<file path="config.mk">
export PLATFORM = sky130hd
export DESIGN_NAME = seq_blk_det
export DESIGN_NICKNAME = d
export VERILOG_FILES = /design/src/rtl/seq_blk_pkg.sv /design/src/rtl/seq_blk_dline.sv /design/src/rtl/seq_blk_det.sv
export SDC_FILE = /design/constraint.sdc
export NUM_CORES = 1
export LEC_CHECK = 0
export BUFFER_PORTS_ARGS = -buffer_cell sky130_fd_sc_hd__buf_2
export CAP_MARGIN = 5
export CORE_MARGIN = 2
export CORE_UTILIZATION = 40
export DETAILED_ROUTE_END_ITERATION = 10
export HOLD_SLACK_MARGIN = 0.08
export SETUP_SLACK_MARGIN = 0.2
export SLEW_MARGIN = 15
export SYNTH_ARGS = -nofsm -noshare
export SYNTH_HDL_FRONTEND = slang
export SYNTH_SLANG_ARGS = --single-unit
</file>
<file path="constraint.sdc">
create_clock -name clk -period 2.7 [get_ports clk]
set_input_delay 0.81 -clock clk [delete_from_list [all_inputs] [get_ports clk]]
set_output_delay 0.81 -clock clk [all_outputs]
set_load 0.005 [all_outputs]
</file>
<file path="src/rtl/seq_blk_pkg.sv">
// +--------------------------------------------------------------+
// | seq_blk_pkg : shared constants for the seq_blk_det slice      |
// | Rev 1.0                                                       |
// +--------------------------------------------------------------+
`default_nettype none

package seq_blk_pkg;
  localparam logic MODE_OVERLAP = 1'b0;
  localparam logic MODE_NONOVL  = 1'b1;

  localparam int DEF_WIDTH = 4;
  localparam int DEF_CNT_W = 8;
  localparam int DEF_DLY   = 3;
endpackage

`default_nettype wire

</file>
<file path="src/rtl/seq_blk_dline.sv">
// +--------------------------------------------------------------+
// | seq_blk_dline : DLY-stage synchronous-reset bit delay line    |
// | Rev 1.0                                                       |
// +--------------------------------------------------------------+
`default_nettype none

module seq_blk_dline
  import seq_blk_pkg::*;
#(
  parameter int DLY = DEF_DLY
) (
  input  logic clk,
  input  logic rst,
  input  logic d,
  output logic q
);

  logic [DLY-1:0] r_stage;

  generate
    if (DLY == 1) begin : g_single
      always_ff @(posedge clk) begin
        if (rst) r_stage <= '0;
        else     r_stage <= d;
      end
    end else begin : g_chain
      always_ff @(posedge clk) begin
        if (rst) r_stage <= '0;
        else     r_stage <= {r_stage[DLY-2:0], d};
      end
    end
  endgenerate

  assign q = r_stage[DLY-1];

endmodule

`default_nettype wire

</file>
<file path="src/rtl/seq_blk_det.sv">
// +--------------------------------------------------------------+
// | seq_blk_det : serial pattern detector, saturating match       |
// | counter, rise detector and delay line. SEQ_BLK_STICKY_EN      |
// | adds clr / out_sticky.                  Rev 1.0               |
// +--------------------------------------------------------------+
`default_nettype none

module seq_blk_det
  import seq_blk_pkg::*;
#(
  parameter int WIDTH = DEF_WIDTH,
  parameter int CNT_W = DEF_CNT_W,
  parameter int DLY   = DEF_DLY
) (
  input  logic             clk,
  input  logic             rst,
  input  logic             in_vld,
  input  logic             in,
  input  logic [WIDTH-1:0] pat,
  input  logic             mode,
  output logic             out_dly,
  output logic             out_match,
  output logic [CNT_W-1:0] out_cnt,
  output logic             out_rise
`ifdef SEQ_BLK_STICKY_EN
  ,
  input  logic             clr,
  output logic             out_sticky
`endif
);

  localparam int                c_fill_w    = $clog2(WIDTH + 1);
  localparam logic [c_fill_w-1:0] c_fill_full = c_fill_w'(WIDTH);
  localparam logic [c_fill_w-1:0] c_fill_last = c_fill_w'(WIDTH - 1);
  localparam logic [CNT_W-1:0]  c_cnt_max   = '1;

  logic [WIDTH-2:0]    r_sr;
  logic [c_fill_w-1:0] r_fill;
  logic                r_prev;
  logic                r_match;
  logic                r_rise;
  logic [CNT_W-1:0]    r_cnt;

  logic [WIDTH-1:0]    w_win;
  logic                w_match;

  // Window includes the bit being accepted this cycle, so the match is seen on the completing edge.
  assign w_win   = {r_sr, in};
  assign w_match = in_vld && (r_fill >= c_fill_last) && (w_win == pat);

  always_ff @(posedge clk) begin
    if (rst) begin
      r_sr    <= '0;
      r_fill  <= '0;
      r_prev  <= 1'b0;
      r_match <= 1'b0;
      r_rise  <= 1'b0;
      r_cnt   <= '0;
    end else begin
      r_match <= w_match;
      r_rise  <= in_vld & in & ~r_prev;
      if (in_vld) begin
        r_sr   <= w_win[WIDTH-2:0];
        r_prev <= in;
        if (w_match && (mode == MODE_NONOVL))
          r_fill <= '0;
        else if (r_fill != c_fill_full)
          r_fill <= r_fill + 1'b1;
      end
      if (w_match && (r_cnt != c_cnt_max))
        r_cnt <= r_cnt + 1'b1;
    end
  end

  seq_blk_dline #(
    .DLY (DLY)
  ) u_dline (
    .clk (clk),
    .rst (rst),
    .d   (in),
    .q   (out_dly)
  );

  assign out_match = r_match;
  assign out_cnt   = r_cnt;
  assign out_rise  = r_rise;

`ifdef SEQ_BLK_STICKY_EN
  logic r_sticky;

  // Set has priority over clear when both land on the same edge.
  always_ff @(posedge clk) begin
    if (rst)          r_sticky <= 1'b0;
    else if (w_match) r_sticky <= 1'b1;
    else if (clr)     r_sticky <= 1'b0;
  end

  assign out_sticky = r_sticky;
`endif

endmodule

`default_nettype wire

</file>
## After elaboration in Yosys (flattened, before gate mapping)

Cells that the tools add are included.

| cells by class | value |
|---|---|
| order comparisons | 1 |
| shifts and indexed selects | 0 |
| equality and inequality tests | 3 |
| multipliers | 0 |
| reduce and logical (&&, ||, !) cells | 6 |
| add/sub/neg operators | 2 |
| div/mod/pow operators | 0 |
| bitwise operators | 3 |
| multiplexer cells | 2 |

Operators with widths:

| cell | number |
|---|---|
| adder 8 x 1 -> 8 bit, second input constant | 1 |
| != test 8 bit, second input constant | 1 |
| two-way mux 3 bit | 2 |
| == test 4 bit | 1 |
| logical AND 1 bit | 4 |
| adder 3 x 1 -> 3 bit, second input constant | 1 |
| greater-or-equal comparator 3 x 2 -> 1 bit, second input constant | 1 |
| != test 3 bit, second input constant | 1 |
| bitwise AND 1 bit | 2 |
| AND reduction 2 bit | 1 |
| nonzero test 2 bit | 1 |
| NOT 1 bit | 1 |

| word-level totals | value |
|---|---|
| memory bits (read-only) | 0 |
| latch bits | 0 |
| memories kept | 0 |
| output and inout bits | 11 |
| input bits | 9 |
| register bits | 20 |
| memory bits (writable) | 0 |

## Depth between registers and ports, before layout

| depth | value |
|---|---|
| depth in word-level cells | 6 |
| depth in mapped cells | 7 |

## Modules after synthesis

Synthesis repeated with hierarchy kept, for this count alone.

| unflattened totals | value |
|---|---|
| cells, all modules | 99 |
| area total of the unflattened synthesis | 950.9 µm² |

By module, submodules not included:

| module | cells an instance | area each (µm²) | times used |
|---|---|---|---|
| seq_blk_det | 93 | 872.1 | 1 |
| seq_blk_dline | 6 | 78.8 | 1 |

## Worst setup path after synthesis

Ideal clock, no wire load.

| path | value |
|---|---|
| path kind | input to register |
| start | in in |
| end | reg r_cnt[5] (netlist: out_cnt[5]) |
| data required time | 2572 ps |
| arrival | 1655 ps |
| setup slack | 917 ps |
| stages on the path | 5 |
| setup time | 128 ps |
| buffers on the path | 0 |
| cell sequence | xnor2_1 o211ai_4 nor4_2 xnor2_1 nor2_1 |

| on the way | value |
|---|---|
| word-level cells in the longest chain between the ends | 3 |

RTL lines:

| item | line | RTL |
|---|---|---|
| start, declared | seq_blk_det.sv:18 | `input logic in,` |
| == test 4 bit | seq_blk_det.sv:49 | `assign w_match = in_vld && (r_fill >= c_fill_last) && (w_win == pat);` |
| logical AND 1 bit | seq_blk_det.sv:49 |  |
| logical AND 1 bit | seq_blk_det.sv:70 | `if (w_match && (r_cnt != c_cnt_max))` |
| end signal, assigned | seq_blk_det.sv:71 | `r_cnt <= r_cnt + 1'b1;` |
| end, declared | seq_blk_det.sv:42 | `logic [CNT_W-1:0] r_cnt;` |

Every way passes these cells.
A chain may end at the register's enable or synchronous reset.

## Worst setup path in the final report

| path | value |
|---|---|
| start | reg r_cnt[2] (netlist: out_cnt[2]) |
| end | out out_cnt[2] |

RTL lines:

| item | line | RTL |
|---|---|---|
| end, declared | seq_blk_det.sv:23 | `output logic [CNT_W-1:0] out_cnt,` |

No word-level cell between the ends.

==> reports/metrics.csv <==
stage;metric;value;unit
timing;Fin. Hold Viols;0;
clock_network;clk_lat worst skew;0.30;ns
setup_path;critical path type;reg2out;
setup_path;crit-path leading delay family;flip-flops;
clock_network;CTS root buf;clkbuf_4;
grt;largest net degree at the start of global routing;17;
clock_network;postcts setup bufs;0;
timing;max_slew headroom;0.798;
grt;first-pass GRT wire length;2850;um
synth;count of unique library cells instantiated by Yosys;26;
clock_network;Clock Sinks;19;
timing;Least-Margin Pin Slew;0.300;ns
synth;net count after synthesis;105;
die;Die ar.;0.00270;sq mm
clock_network;Clk pin slew, worst setup/hold paths;0.10;ns
setup_path;critical path depth;1;
drt;Iteration-0 DRC Markers;7;
timing;Final Setup Violations;0;
setup_path;Reg2Reg Depth;7;
status;status;finished clean;
timing;crit share post-route;0.628;
drt;DRC;0;
final_layout;final cell count without fillers;141;
drt;Vias;677;
drt;drt pass-1 iters;4;
placement;# placed instances;137;
timing;fin. max-slew vios;0;
timing;Fin Setup TNS;0;ns
setup_path;crit path from;out_cnt[2];
worst_hold_path;hold crit path type;reg2reg;
placement;Placement Cell Area;0.00103;sq mm
synth;Seq/Total Area, Yosys;0.414;
die;Row Count;17;
clock_network;CTS tree;built;
power;Lkg Pwr;0.432;nW
timing;worst hold slack;0.448;ns
grt;gr ovfl total;0;
clock_network;clock buffer depth;2;
final_layout;Finished Cell Area;0.00106;sq mm
drt;routed len/inst;11.0;um
die;Die Wd;51.9;um
setup_path;max incr delay on CP;0.44;ns
power;Pwr per Cell Area;466;mW/mm^2
power;Max VDD drop;0.000322;V
setup_path;Worst setup EP type;output port;
synth;area leader, netlist;dfxtp_1;
synth;Synthesis Warnings;0;
setup_path;reg2reg end;r_fill[0];
timing;setup ws final;1.00;ns
die;# IOs;20;
placement;Port-buffer cells;19;
setup_path;Startpoint Class;flip-flop;
grt;vias in the first global route;676;
setup_path;crit path cell chain;buf_2;
synth;Avg Inst Size Synth;9.98;sq um
final_layout;Layout Nets;127;
setup_path;CP Data Arrival Time;0.89;ns
drt;Vias/cell;4.80;
clock_network;PostCTS Resize Cnt;0;
setup_path;slowest CP cell;dfxtp_1;
drt;post-route ant nets;0;
die;Initial Util;0.419;
die;overall die height;51.9;um
synth;most area-consuming cells after synthesis;dfxtp_1 (41%), xnor2_1 (7.6%), nor2_1 (5.7%);
final_layout;area grow syn2layout;15.1;%
drt;WL final;1550;um
placement;Final GP Congestion;0.803;
die;Core ar.;0.00219;sq mm
synth;Post-synth ARST share;0;
synth;Primary FF master, synth;dfxtp_1;
setup_path;worst setup path end;out_cnt[2];
grt;initial antenna violation count;0;
setup_path;Worst Path Required;1.89;ns
grt;GRT Overall Usage;0.146;
synth;number of synthesized flops with an enable pin;0;
synth;Yosys top cell area share;0.414;
timing;crit path time final;1.70;ns
placement;HPWL Detailed;1210;um
setup_path;crit-path max FO;6;
final_layout;Antenna Cells;0;
setup_path;Reg-to-Reg Start;r_fill[0];
clock_network;H-tree Lvls;1;
clock_network;cts hold-fix bufs;0;
setup_path;crit path buf inv count;1;
timing;RSZ-0062 raised after global routing;no;
timing;Fmax;590;MHz
setup_path;Reg2Reg Setup Slack;1.03;ns
final_layout;most frequent cells in the layout;buf_2 (19), dfxtp_1 (19), nor2_1 (14);
synth;mapped cell area;918;sq um
synth;synthesized instance count;92;
run;Max-Cap Viols;0;
final_layout;fraction of layout cells with a size suffix above 1;0.283;
synth;Yosys reg bits;19;
clock_network;CTS Buf Count;3;
placement;Place WS;0.699;ns
timing;final clock skew;0.00312;ns
==> how the worst min path moves through the flow <==
stage                                  start                 end  slack [ns]  depth (start not counted)
after floorplan           u_dline.r_stage[0]  u_dline.r_stage[1]        0.41                          1
after global placement    u_dline.r_stage[1]  u_dline.r_stage[2]        0.42                          1
after detailed placement  u_dline.r_stage[0]  u_dline.r_stage[1]        0.43                          1
after CTS                 u_dline.r_stage[0]  u_dline.r_stage[1]        0.46                          1
after global routing      u_dline.r_stage[0]  u_dline.r_stage[1]        0.47                          1
final                     u_dline.r_stage[0]  u_dline.r_stage[1]        0.45                          1
==> per-layer routing <==
metal,wire [um],GRT usage
met1,685,0.154
met5,0,0
met3,87,0.0632
met4,10,0.0658
met2,767,0.249
==> report_power, final <==
part	switching, mW	internal [mW]
Sequential	0.00684	0.288
Clock	0.0836	0.0576
Combinational	0.0295	0.0265
==> kinds of logic (layout without fill, tap and decap cells) <==
family	after synthesis	after routing	synth area share
simple gates	37	37	0.225
xor+xnor	11	11	0.142
compound gates	11	11	0.0926
flops	19	19	0.414
mux	3	3	0.0327
buf+inv	7	28	0.0395
fa+ha+maj	4	4	0.0545
==> layout make-up <==
class / count / area (sq um)
timing repair buffer: 19 / 95.1
clock buffer: 4 / 26.3
tap: 28 / 35.0
inverter: 5 / 18.8
multi-input combinational: 66 / 502
fill: 232 / 1130
sequential: 19 / 380
==> cells in the mapped netlist, drive strengths merged (2+ instances only) <==
| cell type | number |
|---|---|
| nand2 | 4 |
| xnor2 | 11 |
| mux2i | 3 |
| a21oi | 4 |
| inv | 5 |
| nor4 | 2 |
| ha | 4 |
| clkbuf | 2 |
| nand4 | 2 |
| nor3 | 4 |
| nor2 | 15 |
| o21ai | 3 |
| nor2b | 4 |
| nand3 | 4 |
| dfxtp | 19 |
==> per-stage QoR <==
stage	power, mW	utilization
finish	0.492	0.483
global route	0.530	0.483
CTS	0.505	0.483
detailed placement	0.358	0.471
global placement	0.356	0.471
floorplan	0.343	-
==> sequential cells by signal, indices dropped and copies added (netlist names) <==
signal	flops
out_cnt	8
out_match	1
out_rise	1
r_fill	3
r_sr	3
u_dline.r_stage	3
No activity file was read; power rests on OpenSTA's default activity.
